[src/rtl/uart_cmd_decoder_pkg.sv]
`default_nettype none
// +----------------------------------------------------------------------+
// | Module  : uart_cmd_decoder_pkg                                       |
// | Brief   : Shared command nibbles, reply bytes and FSM encodings for  |
// |           the UART command decoder.                                  |
// | Rev     : 1.0  initial release                                       |
// +----------------------------------------------------------------------+
package uart_cmd_decoder_pkg;

  // Command nibbles carried in the Hamming(7,4) payload
  localparam logic [3:0] CMD_ON     = 4'h6;
  localparam logic [3:0] CMD_OFF    = 4'hD;
  localparam logic [3:0] CMD_TOGGLE = 4'h9;
  localparam logic [3:0] CMD_PING   = 4'h3;

  // Default reply bytes
  localparam logic [7:0] ACK_BYTE_DEFAULT = 8'h3C;
  localparam logic [7:0] NAK_BYTE_DEFAULT = 8'hC3;

  // FSM encoding
  typedef logic [2:0] state_t;
  localparam state_t ST_IDLE      = 3'd0;
  localparam state_t ST_DECODE    = 3'd1;
  localparam state_t ST_REPLY     = 3'd2;
  localparam state_t ST_WAIT_BUSY = 3'd3;
  localparam state_t ST_WAIT_DONE = 3'd4;

  // True for the four nibbles the application understands
  function automatic logic is_known_cmd(input logic [3:0] nib);
    return (nib == CMD_ON) || (nib == CMD_OFF) ||
           (nib == CMD_TOGGLE) || (nib == CMD_PING);
  endfunction

endpackage
`default_nettype wire

[src/rtl/hamming_7_4_decoder.sv]
`default_nettype none
// +----------------------------------------------------------------------+
// | Module  : hamming_7_4_decoder                                        |
// | Brief   : Combinational Hamming(7,4) decoder. Bit order [0..6] is    |
// |           p1,p2,d1,p3,d2,d3,d4. Single-bit correction of the data    |
// |           bits is compiled in with HAMMING_CORRECT_EN.               |
// | Rev     : 1.0  initial release                                       |
// +----------------------------------------------------------------------+
module hamming_7_4_decoder (
  input  logic [6:0] hamming_in,
  output logic [3:0] data_out,
  output logic [2:0] syndrome,
  output logic       error_detected
);

  // Syndrome is the 1-based position of a single flipped bit (0 = clean)
  always_comb begin
    syndrome = {hamming_in[3] ^ hamming_in[4] ^ hamming_in[5] ^ hamming_in[6],
                hamming_in[1] ^ hamming_in[2] ^ hamming_in[5] ^ hamming_in[6],
                hamming_in[0] ^ hamming_in[2] ^ hamming_in[4] ^ hamming_in[6]};
    error_detected = (syndrome != 3'd0);
  end

`ifdef HAMMING_CORRECT_EN
  // Flip a data bit when the syndrome points at it; parity-bit errors need no fix
  always_comb begin
    data_out = {hamming_in[6] ^ (syndrome == 3'd7),
                hamming_in[5] ^ (syndrome == 3'd6),
                hamming_in[4] ^ (syndrome == 3'd5),
                hamming_in[2] ^ (syndrome == 3'd3)};
  end
`else
  // Raw data bits; any error is left for the caller to reject
  always_comb begin
    data_out = {hamming_in[6], hamming_in[5], hamming_in[4], hamming_in[2]};
  end
`endif

endmodule
`default_nettype wire

[src/rtl/uart_cmd_decoder.sv]
`default_nettype none
// +----------------------------------------------------------------------+
// | Module  : uart_cmd_decoder                                           |
// | Brief   : Decodes Hamming(7,4) command bytes from uart_rx, strobes   |
// |           command pulses and answers ACK/NAK through uart_tx.        |
// |           Optional macro HAMMING_CORRECT_EN enables 1-bit repair.    |
// | Rev     : 1.0  initial release                                       |
// +----------------------------------------------------------------------+
module uart_cmd_decoder
  import uart_cmd_decoder_pkg::*;
#(
  parameter logic [7:0]  ACK_BYTE   = ACK_BYTE_DEFAULT,
  parameter logic [7:0]  NAK_BYTE   = NAK_BYTE_DEFAULT,
  parameter int unsigned TX_TIMEOUT = 1024,
  parameter int unsigned ERR_CNT_W  = 8
) (
  input  logic                 clk,
  input  logic                 reset,
  input  logic [7:0]           rx_data,
  input  logic                 rx_done,
  input  logic                 rx_parity_error,
  input  logic                 tx_busy,
  output logic [7:0]           tx_data,
  output logic                 start_tx,
  output logic [3:0]           cmd_nibble,
  output logic                 cmd_valid,
  output logic                 cmd_on,
  output logic                 cmd_off,
  output logic                 cmd_toggle,
  output logic                 err_corrected,
  output logic                 err_reject,
  output logic                 overrun,
  output logic [ERR_CNT_W-1:0] err_count,
  output logic                 busy
);

  localparam int unsigned      TMO_W    = $clog2(TX_TIMEOUT + 1);
  localparam logic [TMO_W-1:0] TMO_LAST = TMO_W'(TX_TIMEOUT - 1);

  state_t                 state_q, state_d;
  logic [7:0]             rx_byte_q, rx_byte_d;
  logic                   rx_par_q, rx_par_d;
  logic [7:0]             tx_data_q, tx_data_d;
  logic [3:0]             nibble_q, nibble_d;
  logic [TMO_W-1:0]       tmo_cnt_q, tmo_cnt_d;
  logic [ERR_CNT_W-1:0]   err_cnt_q, err_cnt_d;

  logic [3:0]             ham_nibble;
  logic [2:0]             ham_syndrome;
  logic                   ham_detected;
  logic                   hamming_err;
  logic                   syn_reject;
  logic                   corrected_hit;
  logic                   reject;
  logic                   tx_timeout;
  logic [1:0]             err_inc;
  logic [ERR_CNT_W:0]     err_sum;

  hamming_7_4_decoder u_hamming (
    .hamming_in     (rx_byte_q[6:0]),
    .data_out       (ham_nibble),
    .syndrome       (ham_syndrome),
    .error_detected (ham_detected)
  );

  assign hamming_err = ham_detected && (ham_syndrome != 3'd0);

`ifdef HAMMING_CORRECT_EN
  assign syn_reject    = 1'b0;
  assign corrected_hit = hamming_err;
`else
  assign syn_reject    = hamming_err;
  assign corrected_hit = 1'b0;
`endif

  assign reject     = rx_byte_q[7] || rx_par_q || syn_reject || !is_known_cmd(ham_nibble);
  assign tx_timeout = (state_q == ST_WAIT_BUSY) && !tx_busy && (tmo_cnt_q == TMO_LAST);

  // State and datapath registers; reset aborts any transaction at once
  always_ff @(posedge clk or negedge reset) begin
    if (!reset) begin
      state_q   <= ST_IDLE;
      rx_byte_q <= 8'h00;
      rx_par_q  <= 1'b0;
      tx_data_q <= 8'h00;
      nibble_q  <= 4'h0;
      tmo_cnt_q <= '0;
      err_cnt_q <= '0;
    end else begin
      state_q   <= state_d;
      rx_byte_q <= rx_byte_d;
      rx_par_q  <= rx_par_d;
      tx_data_q <= tx_data_d;
      nibble_q  <= nibble_d;
      tmo_cnt_q <= tmo_cnt_d;
      err_cnt_q <= err_cnt_d;
    end
  end

  // Next-state and datapath updates, including the saturating error counter
  always_comb begin
    state_d   = state_q;
    rx_byte_d = rx_byte_q;
    rx_par_d  = rx_par_q;
    tx_data_d = tx_data_q;
    nibble_d  = nibble_q;
    tmo_cnt_d = tmo_cnt_q;

    case (state_q)
      ST_IDLE: begin
        if (rx_done) begin
          rx_byte_d = rx_data;
          rx_par_d  = rx_parity_error;
          state_d   = ST_DECODE;
        end
      end
      ST_DECODE: begin
        tx_data_d = reject ? NAK_BYTE : ACK_BYTE;
        nibble_d  = ham_nibble;
        state_d   = ST_REPLY;
      end
      ST_REPLY: begin
        if (!tx_busy) begin
          tmo_cnt_d = '0;
          state_d   = ST_WAIT_BUSY;
        end
      end
      ST_WAIT_BUSY: begin
        if (tx_busy) begin
          state_d = ST_WAIT_DONE;
        end else if (tx_timeout) begin
          state_d = ST_IDLE;
        end else begin
          tmo_cnt_d = tmo_cnt_q + 1'b1;
        end
      end
      ST_WAIT_DONE: begin
        if (!tx_busy) begin
          state_d = ST_IDLE;
        end
      end
      default: state_d = ST_IDLE;
    endcase

    // Reject, overrun and timeout can coincide, so add them together
    err_inc   = {1'b0, err_reject} + {1'b0, overrun} + {1'b0, tx_timeout};
    err_sum   = {1'b0, err_cnt_q} + {{(ERR_CNT_W-1){1'b0}}, err_inc};
    err_cnt_d = err_sum[ERR_CNT_W] ? {ERR_CNT_W{1'b1}} : err_sum[ERR_CNT_W-1:0];
  end

  // Output decode: strobes live only in DECODE, start_tx only in REPLY
  always_comb begin
    cmd_valid     = (state_q == ST_DECODE) && !reject;
    cmd_on        = cmd_valid && (ham_nibble == CMD_ON);
    cmd_off       = cmd_valid && (ham_nibble == CMD_OFF);
    cmd_toggle    = cmd_valid && (ham_nibble == CMD_TOGGLE);
    err_reject    = (state_q == ST_DECODE) && reject;
    err_corrected = (state_q == ST_DECODE) && corrected_hit;
    overrun       = rx_done && (state_q != ST_IDLE);
    start_tx      = (state_q == ST_REPLY) && !tx_busy;
    busy          = (state_q != ST_IDLE);
    cmd_nibble    = (state_q == ST_DECODE) ? ham_nibble : nibble_q;
    tx_data       = tx_data_q;
    err_count     = err_cnt_q;
  end

endmodule
`default_nettype wire
[config.mk]
export PLATFORM = sky130hd
export DESIGN_NAME = uart_cmd_decoder
export DESIGN_NICKNAME = d
export VERILOG_FILES = /design/src/rtl/uart_cmd_decoder_pkg.sv /design/src/rtl/hamming_7_4_decoder.sv /design/src/rtl/uart_cmd_decoder.sv
export SDC_FILE = /design/constraint.sdc
export NUM_CORES = 1
export LEC_CHECK = 0
export ABC_AREA = 1
export BUFFER_PORTS_ARGS = -buffer_cell sky130_fd_sc_hd__buf_2
export CORE_ASPECT_RATIO = 1.25
export CORE_UTILIZATION = 55
export CTS_CLUSTER_SIZE = 25
export DETAILED_ROUTE_END_ITERATION = 10
export PLACE_DENSITY = 0.83
export SYNTH_ARGS = -nofsm -noshare
export SYNTH_HDL_FRONTEND = slang
export SYNTH_SLANG_ARGS = --single-unit
[constraint.sdc]
create_clock -name clk -period 3.6 [get_ports clk]
set_input_delay 0.18 -clock clk [delete_from_list [all_inputs] [get_ports clk]]
set_output_delay 0.18 -clock clk [all_outputs]
set_load 0.01 [all_outputs]
# Yosys cells after proc, flatten, opt, wreduce, memory -nomap -nowiden
# Index checks and enable logic that the tools add are counted.
# totals
regBits	43
output_inout_bits	29
# op_classes
bitwise	9
eq_ne	15
n_mux	13
reduce_logical	25
n_addsub	4
# op_table
op	count
$mux W11	3
$pmux W11 S2	1
$mux W8	2
$mux W3	5
$pmux W3 S5	1
$add A11 B1 Y11 const B	1
$eq A11 B10 Y1 const B	1
$ne A2 B2 Y1 const B	5
$add A8 B2 Y9	1
$logic_and A1 B1 Y1	9
$xor A1 B1 Y1	9
$eq A4 B4 Y1 const B	2
$reduce_and A4 Y1	2
$eq A3 B2 Y1 const B	2
$logic_or A1 B1 Y1	6
$reduce_bool A3 Y1	2
$eq A4 B2 Y1 const B	1
$eq A4 B3 Y1 const B	1
$mux W4	1
$eq A3 B1 Y1 const B	1
$eq A3 B3 Y1 const B	1
$logic_not A1 Y1	3
$logic_not A3 Y1	1
$ne A3 B3 Y1 const B	1
other kinds (4)	4

# Depth between registers and ports, before layout
# Gate-level depths: netlist of the first run.
# logic_depth
word_depth	11
depth_mapped	15
ltp_nobuf	15

# By module
# Synthesis of the first run repeated with hierarchy kept, for this count alone.
# hier_totals
hier_cells	288
area_unflattened_um2	2217.1
# by_module_without_submodules
module	cells_per_inst	n_inst	area_per_inst_um2	seq_area_each_um2
uart_cmd_decoder	245	1	2023.2	925.9
hamming_7_4_decoder	43	1	193.9	0.0

# Worst setup path before layout of the first run
# OpenSTA, ideal clock, no wires.
# synth_path
kind	register to register
from	reg tmo_cnt_q[0]
to	reg err_cnt_q[2], in the netlist err_count[2]
path_stages_with_launch	13
path_buffers	0
setup_ns	0.135
required_ns	3.465
t_arrival_ns	2.525
slack_ns	0.939
cell_sequence	dfrtp_1 > ha_1 > nand3_4 > nor2_8 > nand4_4 > fa_1 > inv_1 > ha_1 > fa_1 > nand2_1 > inv_1 > nand3_1 > o21ai_0
# synth_between
elab_chain_len	5
# synth_rtl
element	line_no	source
from (decl)	uart_cmd_decoder.sv:45	logic [TMO_W-1:0] tmo_cnt_q, tmo_cnt_d;
from (signal assigned)	uart_cmd_decoder.sv:95	tmo_cnt_q <= tmo_cnt_d;
$eq A11 B10 Y1	uart_cmd_decoder.sv:77	assign tx_timeout = (state_q == ST_WAIT_BUSY) && !tx_busy && (tmo_cnt_q == TMO_LAST);
$logic_and A1 B1 Y1	uart_cmd_decoder.sv:77	
$add A2 B1 Y2	uart_cmd_decoder.sv:146	err_inc = {1'b0, err_reject} + {1'b0, overrun} + {1'b0, tx_timeout};
$add A8 B2 Y9	uart_cmd_decoder.sv:147	err_sum = {1'b0, err_cnt_q} + {{(ERR_CNT_W-1){1'b0}}, err_inc};
$mux W8	uart_cmd_decoder.sv:148	err_cnt_d = err_sum[ERR_CNT_W] ? {ERR_CNT_W{1'b1}} : err_sum[ERR_CNT_W-1:0];
via err_cnt_d[2]	uart_cmd_decoder.sv:46	logic [ERR_CNT_W-1:0] err_cnt_q, err_cnt_d;
to (signal assigned)	uart_cmd_decoder.sv:96	err_cnt_q <= err_cnt_d;
to (decl)	uart_cmd_decoder.sv:46	
# The timed path passes the listed nets, and every way through them passes these cells.
# A chain may end at the register's enable or synchronous reset.

# Worst setup path in the final report of the first run
# layout_path
from	reg state_q[1]
to	reg err_cnt_q[2], in the netlist err_count[2]
# layout_between
elab_chain_len	6
word_cells_on_any_way	11
cone_classes	add/sub: 3; eq/ne: 2; mux: 1; reduce/logical: 5
# layout_rtl
element	line_no	source
from (decl)	uart_cmd_decoder.sv:40	state_t state_q, state_d;
from (signal assigned)	uart_cmd_decoder.sv:90	state_q <= state_d;
$eq A3 B1 Y1, or another cell as far along	uart_cmd_decoder.sv:157	err_reject = (state_q == ST_DECODE) && reject;
$logic_and A1 B1 Y1 (on tied branches)	uart_cmd_decoder.sv:157, uart_cmd_decoder.sv:77, uart_cmd_decoder.sv:159	
$add A1 B1 Y2 / $logic_and A1 B1 Y1 (equally long branches)	uart_cmd_decoder.sv:146, uart_cmd_decoder.sv:77	
$add A2 B1 Y2 (*)	uart_cmd_decoder.sv:146	
$add A8 B2 Y9 (*)	uart_cmd_decoder.sv:147	
$mux W8 (*)	uart_cmd_decoder.sv:148	
via err_cnt_d[2]	uart_cmd_decoder.sv:46	
# The timed path passes the listed nets; every way through them passes the cells marked *.

==> summary.md, run 1 <==
| Metric | Value |
|---|---|
| Outcome | complete, but fails checks |
| Failing checks | design-rule violations, negative hold slack |
| Synth area leaders | dfrtp_1 44%, nand2_1 12%, nand3_1 6.2% |
| CP top delay family | adder cells |
| Final HPWL DP | a little over 3000 um |
| Share of the synthesized area in the top cell type | ~44% |
| Switching Share | 41.2% |
| P&R area growth vs syn | 13.4% |
| Final setup viols | 0 |
| CP arrival | 3.13 ns |
| Async SR Flop Fraction | 100% |
| Antenna viol nets, final | 0 |
| Gate Count Post-Synth | ~260 |
| Clock transition at path regs | roughly 0.080 ns |
| Total power | 1.82 mW |
| Clock root buffer | clkbuf_8 |
| CTS Buffer Depth | 2 |
| Share of layout cells above drive strength 1 | 20.9% |
| Leakage power total | 1.29 nW |
| Clock share of power | between 10% and 20% |
| Vias in the first global route | between 1500 and 2000 |
| Slew margin rel. | between 40% and 50% |
| Max Clock Skew | 0.00750 ns |
| CTS resizes | 0 |
| Via density | 5.28 |
| Gr ovfl total | 0 |
| Most numerous cell in the Yosys netlist | nand2_1 |
| Post-CTS Setup Bufs | 0 |
| Worst Path Buf+Inv | 4 |
| P_sw | between 700 and 800 uW |
| Die Ht | 70.9 um |
| CTS Hold Buffers Added | 0 |
| PwrDens | 767 nW/um2 |
| FMAX | between 0.3 and 0.4 GHz |
| Seq/Total Area, Yosys | 44.3% |
| Seq cells post-synth | 37 |
| Routed via count | 1769 |
| Final Hold Vio Count | 37 |
| RSZ-0062 raised after global routing | false |
| # H-tree levels | 2 |
| CTS tree | built |
| Setup crit end kind | flip-flop |
| PortBufs | 40 |
| Core box area | 3570 um2 |
| Starting DRT DRC Count | roughly 90 |
| Worst-margin pin slew | 0.805 ns |
| Boundary Pins | 42 |
| Die Span X | about 57 um |
| Fillers | 285 |
| CP most frequent cell | inv_1 |
| Combinational power share | a little over two fifths |
| Final worst setup slack | 0.631 ns |
| Pre-CTS setup slack | 0.669 ns |
| Clock tree sinks | 37 |
| Largest net degree at the start of global routing | 38 |
| Setup TNS | 0 ns |
| Ys Warns | 0 |
| Peak supply drop | 403 uV |
| CTS buffer count | 5 |
| TritonRoute pass-1 iters | 9 |
| Fin. max-slew vios | 0 |
| Worst-path cell chain | inv_1 -> nand3_1 -> inv_1 -> nand2_1 -> fa_1 -> inv_1 -> ha_1 -> fa_1 -> nand2_1 -> inv_1 -> nand3_1 -> o21ai_0 |
| DRT Wirelength | 4120 um |
| Startpoint types | flip-flop |
| Fin Hold WS | -0.0222 ns |
| Drt drc | 12 |
| Tcrit/Tclk final | between 80% and 90% |
| Netlist cell types | 32 |
| Global-route wire length before repair | 7240 um |
| Avg Cell Area, Syn | ~8.1 um2 |
| Post-synth top flop | dfrtp_1 |
| Initial antenna violation count | 0 |
| Synth top cells by count | 66 x nand2_1, 37 x dfrtp_1, 34 x inv_1, 26 x nand3_1, 26 x nor2_1 |
| Final net count | 313 |
| Mapped Area | 2090 um2 |
| Cell Int Power | 1.07 mW |
| Site Rows | 24 |
| Critical path required time | 3.76 ns |
| Syn_nets | 276 |
| Initial Util | 58.5% |
| Reg power frac | 37.9% |
| Ant. Diodes | 0 |
| Gpl congestion | around 0.81 |
| Post-synth EDFFs | 0 |
| Total die area | 4050 um2 |
| MaxCap Viol Count | 0 |
| Worst-skew pair later-pin latency | 0.29 ns |
| CP max stage delay | 0.53 ns |
| Crit-path max FO | 12 |
| Slowest-stage cell, CP | fa_1 |
| Type of the worst min-delay path | input pin to asynchronous set/reset pin |
| Drt wl/cell | 12.3 um |
| Crit path time final | 2.97 ns |
| Post-synth top area cell | dfrtp_1 |
| WS Path Type | flip-flop to flip-flop |
| Total GRT Usage | 23.4% |
cells by family after synthesis:
logic type                 Yosys count  share of synthesized area [%]
xor gates and xnor gates             4                           1.68
buffers and inverters               44                           10.0
DFF                                 37                           44.3
muxes                                4                           2.16
AOI/OAI and AO/OA                   29                           7.66
and+or+nand+nor                    134                           30.3
other                                1                          0.179
adders and majority gates            5                           3.71
power by group through the flow:
| stage | registers, mW | logic [mW] | clock network (mW) |
|---|---|---|---|
| after floorplan | 0.689 | 0.558 | 0 |
| after global placement | 0.686 | 0.753 | 0 |
| after detailed placement | 0.694 | 0.770 | 0 |
| after CTS | 0.686 | 0.776 | 0.361 |
| after global routing | 0.713 | 0.879 | 0.379 |
| final | 0.688 | 0.774 | 0.355 |
flip-flops by register name, indices dropped and copies added (netlist names):
register	cells
tx_data	2
state_q	3
nibble_q	4
tmo_cnt_q	11
err_count	8
rx_par_q	1
rx_byte_q	8
through the flow:
step,util (%),cells,instance area [um2]
global placement,63.2,327,2260
finish,66.3,335,2370
floorplan,-,258,2090
CTS,66.3,335,2370
detailed placement,63.2,327,2260
global route,66.3,335,2370
cell type report:
class / instances / area [um2] / share of cell area (%)
multi-input combinational: 177 / 955 / 40.3
sequential: 37 / 926 / 39.1
timing repair buffer: 40 / 200 / 8.45
inverter: 34 / 128 / 5.39
clock buffer: 6 / 72.6 / 3.06
tap: 39 / 48.8 / 2.06
clock inverter: 2 / 38.8 / 1.64
worst paths after layout:
check,from,to,slack [ns],depth (start not counted)
setup / recovery,state_q[1],err_count[2],0.63,12
hold / removal,reset,rx_byte_q[2],-0.02,1
setup reg to reg,state_q[1],err_count[2],0.63,12
hold reg to reg,rx_byte_q[7],rx_byte_q[7],0.52,1
max in group asynchronous,reset,tmo_cnt_q[3],3.11,1
min in group clk,rx_data[0],rx_byte_q[0],0.12,2
per-layer routing:
metal | GRT usage [%] | vias to the layer above | wire length, um
li1 | - | 891 | -
met4 | 10.8 | 0 | 67
met5 | 0 | - | 0
met2 | 38.0 | 64 | 1970
met3 | 5.12 | 7 | 211
met1 | 29.7 | 807 | 1870
cell usage in the layout (no fill, tap or decap), drive strengths merged, types with 4 or more instances in the layout:
master,netlist,layout
a21oi,7,7
o21ai,16,16
buf,9,40
nand3,28,28
nand2,68,68
xor2,4,4
inv,34,34
clkbuf,1,6
dfrtp,37,37
nand4,4,4
nor2,29,29
mux2,4,4
Note: power is estimated with default switching activity, not from simulation.
==> run 2: changes to the inputs <==
==> constraint.sdc (replaced) <==
create_clock -name clk -period 2.9 [get_ports clk]
set_input_delay 0.145 -clock clk [delete_from_list [all_inputs] [get_ports clk]]
set_output_delay 0.145 -clock clk [all_outputs]
set_load 0.01 [all_outputs]
==> run 2 against run 1 <==
Sequential power up 23%. Worst hold slack better by 0.10 ns. Global-route usage rose by 0.20 points. Count of clock-buffer cells in the layout did not move. Routed wire length fell by 3.3%. Largest cell class unchanged. First-iteration DRC count fell by 10%. Highest routed layer unchanged. Power rose by 23%. The flow finishes with violations (design-rule violations).
==> summary.md, run 2 (synthesis results as in run 1) <==
| Metric | Value |
|---|---|
| Drt wl/cell | 11.7 um (was 12.3 um) |
| Most frequent cells in the layout | 66 x nand2_1, 40 x buf_2, 35 x dfrtp_1 (was 66 x nand2_1, 40 x buf_2, 37 x dfrtp_1) |
| Peak supply drop | 505 uV (was 403 uV) |
| Crit path time final | 2.80 ns (was 2.97 ns) |
| WS Path Type | flip-flop to flip-flop (unchanged) |
| Setup crit end kind | flip-flop (unchanged) |
| Initial antenna violation count | 0 (unchanged) |
| Startpoint types | flip-flop (unchanged) |
| Global-route wire length before repair | 7290 um (was 7240 um) |
| Drt drc | 13 (was 12) |
| Vias in the first global route | 1744 (was 1668) |
| Share of layout cells above drive strength 1 | 24.0% (was 20.9%) |
| Worst-skew pair later-pin latency | 0.30 ns (was 0.29 ns) |
| Fillers | 309 (was 285) |
| Final HPWL DP | 2970 um (was 3060 um) |
| MaxCap Viol Count | 0 (unchanged) |
| DRT Wirelength | 3980 um (was 4120 um) |
| Fin Hold WS | 0.0789 ns (was -0.0222 ns) |
| Routed via count | 1748 (was 1769) |
| Worst-margin pin slew | 0.806 ns (was 0.805 ns) |
| CTS Buffer Depth | 2 (unchanged) |
| Antenna viol nets, final | 0 (unchanged) |
| Core box area | 3570 um2 (unchanged) |
| Area of the multi-input gates | 970 um2 (was 955 um2) |
| Die Span X | 57.1 um (unchanged) |
| Clock tree sinks | 37 (unchanged) |
| Largest net degree at the start of global routing | 38 (unchanged) |
| Tcrit/Tclk final | 96.4% (was 82.5%) |
| # H-tree levels | 2 (unchanged) |
| Largest register FFs | 11 (unchanged) |
| Boundary Pins | 42 (unchanged) |
| Max Clock Skew | 0.0175 ns (was 0.00750 ns) |
| Final Util | 67.3% (was 66.3%) |
| Gr ovfl total | 0 (unchanged) |
| FMAX | 0.358 GHz (was 0.337 GHz) |
| PortBufs | 40 (unchanged) |
| Clock root buffer | clkbuf_8 (unchanged) |
| Total die area | 4050 um2 (unchanged) |
| Final net count | 317 (was 313) |
| Leakage power total | 1.30 nW (was 1.29 nW) |
| Outcome | complete, but fails checks (unchanged) |
| Total GRT Usage | 23.6% (was 23.4%) |
| Total power | 2.23 mW (was 1.82 mW) |
| Gpl congestion | 0.836 (was 0.811) |
| PwrDens | 926 nW/um2 (was 767 nW/um2) |
| Starting DRT DRC Count | 80 (was 89) |
| Largest register by flop count | tmo_cnt_q (unchanged) |
| Site Rows | 24 (unchanged) |
| Fin. max-slew vios | 0 (unchanged) |
| Clock transition at path regs | 0.09 ns (was 0.08 ns) |
| Type of the worst min-delay path | input pin to flip-flop (was input pin to asynchronous set/reset pin) |
| Critical path required time | 3.06 ns (was 3.76 ns) |
| Die Ht | 70.9 um (unchanged) |
| Via density | 5.16 (was 5.28) |
| CTS tree | built (unchanged) |
| CP arrival | 2.96 ns (was 3.13 ns) |
| Crit-path max FO | 6 (was 12) |
| Final Hold Vio Count | 0 (was 37) |
| Ant. Diodes | 0 (unchanged) |
| Reg area | 928 um2 (was 926 um2) |
| Initial Util | 58.5% (unchanged) |
| Slew margin rel. | 46.3% (about the same) |
| TritonRoute pass-1 iters | 7 (was 9) |
| Commonest non-fill, non-tap cell in the layout | nand2_1 (unchanged) |
| CTS buffer count | 5 (unchanged) |
| P&R area growth vs syn | 15.0% (was 13.4%) |
| Failing checks | design-rule violations (was design-rule violations, negative hold slack) |
| Final setup viols | 0 (unchanged) |
-- run 2: cell type report --
| class | instances | share of cell area, % |
|---|---|---|
| clock inverters | 2 | 0.573 |
| repair buffers | 44 | 9.68 |
| inverters | 34 | 5.31 |
| multi-input cells | 177 | 40.3 |
| well taps | 39 | 2.03 |
| flip-flops and latches | 37 | 38.6 |
| clock buffers | 6 | 3.44 |
-- run 2: path summary, 6_finish.rpt --
path	start	to	slack [ns]	cells past startpoint
min in group asynchronous	reset	rx_byte_q[2]	0.46	2
max reg2reg	rx_byte_q[5]	err_count[6]	0.10	13
min	rx_data[0]	rx_byte_q[0]	0.08	2
max in group asynchronous	reset	rx_byte_q[5]	1.88	2
max	rx_byte_q[5]	err_count[6]	0.10	13
min reg2reg	nibble_q[0]	nibble_q[0]	0.50	2
-- run 2: worst max-delay path, cell delays in order, from the launching register on --
cell	delay, ns
dfrtp_2	0.45
or2_2	0.30
nand3_1	0.07
a21oi_1	0.05
nand2_1	0.07
nand2_1	0.11
fa_1	0.53
inv_1	0.05
ha_1	0.20
fa_1	0.39
nand2_1	0.11
inv_2	0.08
a31oi_1	0.17
a31oi_1	0.07
-- run 2: per-stage QoR --
stage / instances / worst slack, ns / cell area [um2] / TNS, ns
after detailed placement: 329 / 0.0436 / 2270 / 0
final: 339 / 0.105 / 2400 / 0
after floorplan: 258 / 0.239 / 2090 / 0
after global placement: 329 / 0.148 / 2270 / 0
after CTS: 338 / 0.0917 / 2380 / 0
after global routing: 339 / -0.00122 / 2400 / -0.00122
-- run 2: what timing repair did --
item | in CTS | in global routing
setup buffers | 0 | 1
hold buffers | 1 | 0
pin swaps | 0 | 1
cloned | 0 | 0
gates resized for setup | 1 | 7
setup endpoints to repair | 1 | 8
hold endpoints to repair | 37 | 0
-- run 2: per-layer routing --
layer / track usage (%) / up-vias / part of all wire, %
met5: 0 / - / 0
li1: - / 897 / -
met4: 10.3 / 0 / 1.7
met2: 40.1 / 46 / 48
met3: 6.76 / 5 / 4.6
met1: 27.5 / 800 / 46
-- run 2: power breakdown --
part	total [mW]	internal [mW]	switching, mW	leakage [nW]
clock network	0.381	0.193	0.188	0.0512
registers	0.848	0.701	0.147	0.463
logic	0.997	0.400	0.597	0.781
total	2.23	1.29	0.932	1.30
